`src/rtl/debounce_bank.sv`:
```
// N-channel push-button debouncer: 2-flop synchroniser, per-channel
// stability qualification, one-cycle press strobe and optional auto-repeat.
//
// state | meaning
// ------+-----------------------------------------------
// LOW   | debounced level 0, synchronised input low
// RISE  | input high, qualifying before accepting press
// HIGH  | debounced level 1, auto-repeat timer running
// FALL  | input low, qualifying before accepting release
module debounce_bank #(
    parameter int           N            = 2,
    parameter int           STABLE_CNT   = 1_000_000,
    parameter int           REPEAT_DELAY = 50_000_000,
    parameter int           REPEAT_RATE  = 10_000_000,
    parameter logic [N-1:0] REPEAT_EN    = {N{1'b0}}
) (
    input  logic         clk,
    input  logic         reset,
    input  logic [N-1:0] din,
    output logic [N-1:0] level,
    output logic [N-1:0] pulse
);

    localparam int CW   = $clog2(STABLE_CNT);
    localparam int RMAX = (REPEAT_DELAY > REPEAT_RATE) ? REPEAT_DELAY : REPEAT_RATE;
    localparam int RW   = $clog2(RMAX + 1);

    localparam logic [CW-1:0] CNT_LAST  = CW'(STABLE_CNT - 1);
    localparam logic [RW-1:0] RPT_DELAY = RW'(REPEAT_DELAY);
    localparam logic [RW-1:0] RPT_RATE  = RW'(REPEAT_RATE);
    localparam logic [RW-1:0] RPT_ONE   = RW'(1);

    typedef enum logic [1:0] {LOW, RISE, HIGH, FALL} state_t;

    logic [N-1:0] sync_a;
    logic [N-1:0] sync_s;
    logic [N-1:0] level_nxt;
    logic [N-1:0] pulse_nxt;

    always_ff @(posedge clk or posedge reset) begin
        if (reset) begin
            sync_a <= '0;
            sync_s <= '0;
            level  <= '0;
            pulse  <= '0;
        end else begin
            sync_a <= din;
            sync_s <= sync_a;
            level  <= level_nxt;
            pulse  <= pulse_nxt;
        end
    end

    for (genvar i = 0; i < N; i++) begin : g_ch
        state_t        state, state_nxt;
        logic [CW-1:0] cnt, cnt_nxt;
        logic [RW-1:0] rpt, rpt_nxt;
        logic          lvl_nxt;
        logic          pls_nxt;
        logic          s;

        assign s            = sync_s[i];
        assign level_nxt[i] = lvl_nxt;
        assign pulse_nxt[i] = pls_nxt;

        always_ff @(posedge clk or posedge reset) begin
            if (reset) begin
                state <= LOW;
                cnt   <= '0;
                rpt   <= '0;
            end else begin
                state <= state_nxt;
                cnt   <= cnt_nxt;
                rpt   <= rpt_nxt;
            end
        end

        // rpt only moves while settled in HIGH, so FALL excursions freeze it
        always_comb begin
            state_nxt = state;
            cnt_nxt   = cnt;
            rpt_nxt   = rpt;
            lvl_nxt   = level[i];
            pls_nxt   = 1'b0;
            case (state)
                LOW: begin
                    if (s) begin
                        state_nxt = RISE;
                        cnt_nxt   = '0;
                    end
                end
                RISE: begin
                    if (!s) begin
                        state_nxt = LOW;
                    end else if (cnt == CNT_LAST) begin
                        state_nxt = HIGH;
                        lvl_nxt   = 1'b1;
                        pls_nxt   = 1'b1;
                        rpt_nxt   = RPT_DELAY;
                    end else begin
                        cnt_nxt = cnt + CW'(1);
                    end
                end
                HIGH: begin
                    if (!s) begin
                        state_nxt = FALL;
                        cnt_nxt   = '0;
                    end else if (REPEAT_EN[i]) begin
                        if (rpt == RPT_ONE) begin
                            pls_nxt = 1'b1;
                            rpt_nxt = RPT_RATE;
                        end else begin
                            rpt_nxt = rpt - RW'(1);
                        end
                    end
                end
                FALL: begin
                    if (s) begin
                        state_nxt = HIGH;
                    end else if (cnt == CNT_LAST) begin
                        state_nxt = LOW;
                        lvl_nxt   = 1'b0;
                    end else begin
                        cnt_nxt = cnt + CW'(1);
                    end
                end
                default: state_nxt = LOW;
            endcase
        end
    end

endmodule

```
`config.mk`:
```
export PLATFORM = sky130hd
export DESIGN_NAME = debounce_bank
export DESIGN_NICKNAME = d
export VERILOG_FILES = /design/src/rtl/debounce_bank.sv
export SDC_FILE = /design/constraint.sdc
export NUM_CORES = 1
export LEC_CHECK = 0
export BUFFER_PORTS_ARGS = -buffer_cell sky130_fd_sc_hd__buf_2
export CAP_MARGIN = 15
export CORE_MARGIN = 4
export CORE_UTILIZATION = 45
export CTS_CLUSTER_DIAMETER = 120
export DETAILED_ROUTE_END_ITERATION = 10
export HOLD_SLACK_MARGIN = 0.06
export PLACE_DENSITY = 0.64
export SYNTH_ARGS = -nofsm -noshare
export SYNTH_HDL_FRONTEND = slang
export SYNTH_SLANG_ARGS = --single-unit
```
`constraint.sdc`:
```
create_clock -name clk -period 4.29 [get_ports clk]
set_input_delay 0 -clock clk [delete_from_list [all_inputs] [get_ports clk]]
set_output_delay 0 -clock clk [all_outputs]
set_load 0.005 [all_outputs]
```
Word level (Yosys, flattened, before mapping)
Index checks and enable logic that the tools add are counted.

Bits in registers: 52. Word-level logic and storage cells: 87.

Add/sub/neg operators: 2. Equal/unequal tests: 24. Mux-type cells: 42. Reductions and logical operators: 10.

Operators by type and width (count): $mux 20 (10); $pmux 20 s4 (2); $add 20x1->20 const B (2); $eq 20x20->1 const B (2); $mux 2 (12); $ne 2x2->1 const B (12); $pmux 2 s4 (2); $reduce_and 4->1 (4); $mux 1 (14); $ne 3x3->1 const B (4); $reduce_and 5->1 (2); $eq 2x2->1 const B (4); $eq 2x1->1 const B (2); $logic_not 2->1 (2); $pmux 1 s2 (2); $reduce_bool 2->1 (2).

Depth between registers and ports, before layout
Word-level depth: 4. Depth in mapped cells: 8. Mapped depth without buffers: 7.

Least setup slack after synthesis
OpenSTA, ideal clock, no wires.

Kind: register to register. Start: register g_ch[1].cnt[0]. End: register g_ch[1].cnt[10]. Arrival: 1.888 ns. Data required time: 4.212 ns. Slack: 2.325 ns. Stages on the path, launching flop included: 8. Period minus slack after synthesis: 1.965 ns. Cell sequence: dfrtp_1 -> ha_1 -> clkbuf_1 -> and4_4 -> a31o_1 -> buf_6 -> or4_1 -> a21oi_1.

Cells in the longest elaborated chain, start to end: 4.

RTL lines: start, declared (RTL line 56) `logic [CW-1:0] cnt, cnt_nxt;`; start signal, assigned (RTL line 73) `cnt <= cnt_nxt;`; $add 20x1->20 or $eq 20x20->1 (tied branches); $mux 20 * (RTL line 95, 120); $mux 20 (on tied branches) (RTL line 118, 93); $pmux 20 s4 * (RTL line 85) `case (state)`.

Every way passes the cells marked *; elsewhere a longest branch is shown, timed or not. The select of a mux whose other input is x is not followed. A chain may end at the register's enable or synchronous reset.

Final worst setup path
Start: register g_ch[0].cnt[0]. End: register g_ch[0].cnt[13].

Cells in the longest elaborated chain, start to end: 4.

RTL lines (RTL line): start, declared (56); start signal, assigned (73); $add 20x1->20 or $eq 20x20->1 (tied branches); $mux 20 * (95, 120); $mux 20 (on tied branches) (118, 93); $pmux 20 s4 * (85).

Marked as above.

==> flow_metrics.tcl <==
set metrics [dict create \
    swShare_pct 25.30 \
    crit_path_end_kind "flop" \
    ys_seq_elements 52 \
    tightest_slew_ns 0.9926 \
    worstPathRequired_ns 4.47 \
    crit_type "reg2reg" \
    cp_max_fo 17 \
    final_cell_mix "dfrtp_1, nand2_1, o21ai_0" \
    yosysTopAreaCellShare_pct 47.34 \
    post-route-drc-count 0 \
    fin_crit_sh_pct 59.83 \
    power_density_mw_per_mm2 296.8 \
    fin_tns_setup_ns 0 \
    path_clk_slew_ns 0.10 \
    slew_headroom_pct 33.35 \
    fillers 545 \
    layout_setup_ws_ns 1.723 \
    hold_viol 0 \
    crit_chain "ha_1 > nand3_1 > or3_1 > o21ai_2 > inv_1 > nand2_1 > o21ai_0" \
    die_h_um 86.16 \
    worst_setup_path_start_kind "flop" \
    viasPerCell 5.756 \
    clock_sinks 52 \
    synth_cell_types 46 \
    gp_congestion 0.8340 \
    irDropWorstVdd_mv 0.1777 \
    antenna_found_initial 0 \
    synthFlopType "dfrtp_1" \
    synth_area_sq_mm 0.002749 \
    io_buffers 7 \
    final-setup-viol-count 0 \
    die-area_sq_mm 0.007423 \
    wl_per_cell_um 14.44 \
    drt_iter0_markers 117 \
    post_cts_buffers 0 \
    core_sq_mm 0.005921 \
    final_util_pct 49.87 \
    slew_viol_final 0 \
    routed_wl_um 5561 \
    power_frac_comb_pct 6.5 \
    final_nets 315 \
    status "complete, no violations" \
    grt_max_degree 53 \
    p_leak_uw 0.001323 \
    die_w_um 86.16 \
    ioPinCount 8 \
    row_count 28 \
    min_path_cells 2 \
    ys_top_cells_by_area "dfrtp_1, nand2_1, o21ai_0" \
    first_pass_iters 4 \
    power_switching_uw 221.8 \
    ant_nets 0 \
    async_reset_ff_share_pct 100.0 \
    final_common_cell "dfrtp_1" \
    r2r_cells 7 \
    grt_remaining_overflow 0 \
    tritoncts "done" \
    yosys_warnings 0 \
    crit_arrival_ns 2.75 \
    cts_resized 0 \
    num_antenna_cells 0 \
    fin_crit_ns 2.567 \
    clk_latency_ns 0.30 \
    yosysTopAreaCell "dfrtp_1" \
    internal-power_uw 654.7 \
    synth_cells 303 \
    seqPwrFrac_pct 59.7 \
    synth_seq_area_share_pct 47.34 \
    cts_max_path_buffers 2 \
    synth_fp_nets 309 \
    area_delta_synth_final_pct 7.419 \
    drv_cap 0 \
    initial_core_util_pct 46.43 \
    grt_pass1_wl_um 10170 \
    clock_skew_ns 0.01017 \
    pre_cts_slack_ns 1.760 \
    cts-root-buf "clkbuf_8" \
    rrSetupSlack_ns 1.72 \
    dp_hpwl_um 3896 \
    synth.avg_cell_area_sq_um 9.072 \
    worst_path_max_delay_cell "o21ai_2" \
    drive_gt1_share_pct 6.774 \
    rsz0062_at_grt "no" \
    fmax_mhz 389.6 \
    grt_pass1_vias 2148 \
    min_path_type "in2reg" \
    synth-edff-count 0 \
    cp_slowest_stage_delay_ns 0.55 \
    htree_levels 2 \
    grt_usage_pct 16.84 \
    power.clock.fraction_pct 33.8 \
    cts_buffers 5 \
    dr_total_vias 2216 \
]
==> power groups by stage <==
stage,Combinational (uW),Sequential (uW),Clock [uW]
2_1_floorplan,45.1,526,0
3_3_place_gp,55.1,532,0
3_5_place_dp,56.3,532,0
4_1_cts,58.6,523,310
5_1_grt,66.1,526,328
6_report,57.0,523,297
==> per-stage QoR <==
stage	power (uW)	instances	hold WS, ns	cell area [sq um]
after global routing	920.7	385	0.3410	2953
after floorplan	571.3	303	0.03143	2749
final	876.4	385	0.3318	2953
after global placement	587.1	374	0.1082	2826
after detailed placement	588.7	374	0.1094	2826
after CTS	891.4	385	0.3264	2953
==> logic make-up after synthesis <==
kind of cell | Yosys count | share of synthesized area, %
AOI/OAI and AO/OA | 74 | 17.52
xor gates and xnor gates | 5 | 1.593
adders and majority gates | 2 | 0.9102
buffers and inverters | 22 | 3.641
DFF | 52 | 47.34
muxes | 8 | 2.913
and+or+nand+nor | 140 | 26.08
==> synth_stat cells, drive strengths merged, types with 8 or more instances <==
master  number
dfrtp       52
nand2       49
o21ai       22
nand3       17
nor2        16
a21oi       15
and3        11
nor3        10
clkbuf       9
inv          9
o31ai        9
mux2i        8
or4          8
==> per-layer routing <==
| layer | up-vias | part of all wire [%] | wire, um | track usage (%) |
|---|---|---|---|---|
| li1 | 1133 | - | - | - |
| met1 | 1057 | 49 | 2709 | 22.51 |
| met2 | 22 | 48 | 2686 | 27.89 |
| met3 | 4 | 2.0 | 109 | 2.690 |
| met4 | 0 | 0.99 | 55 | 5.468 |
| met5 | - | 0 | 0 | 0 |
==> layout make-up <==
| class | count | area (sq um) | area share (%) |
|---|---|---|---|
| Clock buffer | 6 | 82.58 | 2.797 |
| Clock inverter | 2 | 13.76 | 0.4661 |
| Tap cell | 75 | 93.84 | 3.178 |
| Sequential cell | 52 | 1301 | 44.07 |
| Multi-Input combinational cell | 229 | 1348 | 45.64 |
| Timing Repair Buffer | 12 | 80.08 | 2.712 |
| Inverter | 9 | 33.78 | 1.144 |
==> repair_timing <==
item	CTS	global route
hold endpoints to repair	54	0
hold buffers	3	0
endpoints found under the setup margin	0	0
==> worst max-delay path: cells and delay by family, from the launching register on <==
family	cells	cell delay [ns]
and+or+nand+nor	3	0.92
buffers and inverters	1	0.22
adders and majority gates	1	0.21
AOI/OAI and AO/OA	2	0.67
DFF	1	0.42
==> sequential cells by signal (all words and copies together), names as in the netlist, named ones only <==
| signal | count |
|---|---|
| g_ch.state | 2 |
| sync_s | 2 |
| g_ch.cnt | 40 |
| pulse | 2 |
| sync_a | 2 |
| level | 2 |
==> final timing paths <==
path                                                  from                           to
worst max-delay path            g_ch[0].cnt[0]$_DFFE_PP0P_  g_ch[0].cnt[13]$_DFFE_PP0P_
worst min-delay path                                din[1]          sync_a[1]$_DFF_PP0_
worst max register to register  g_ch[0].cnt[0]$_DFFE_PP0P_  g_ch[0].cnt[13]$_DFFE_PP0P_
worst min register to register         sync_a[0]$_DFF_PP0_          sync_s[0]$_DFF_PP0_
max in group asynchronous                            reset  g_ch[0].cnt[13]$_DFFE_PP0P_
min in group asynchronous                            reset          sync_s[1]$_DFF_PP0_
No activity file was read; power rests on OpenSTA's default activity.
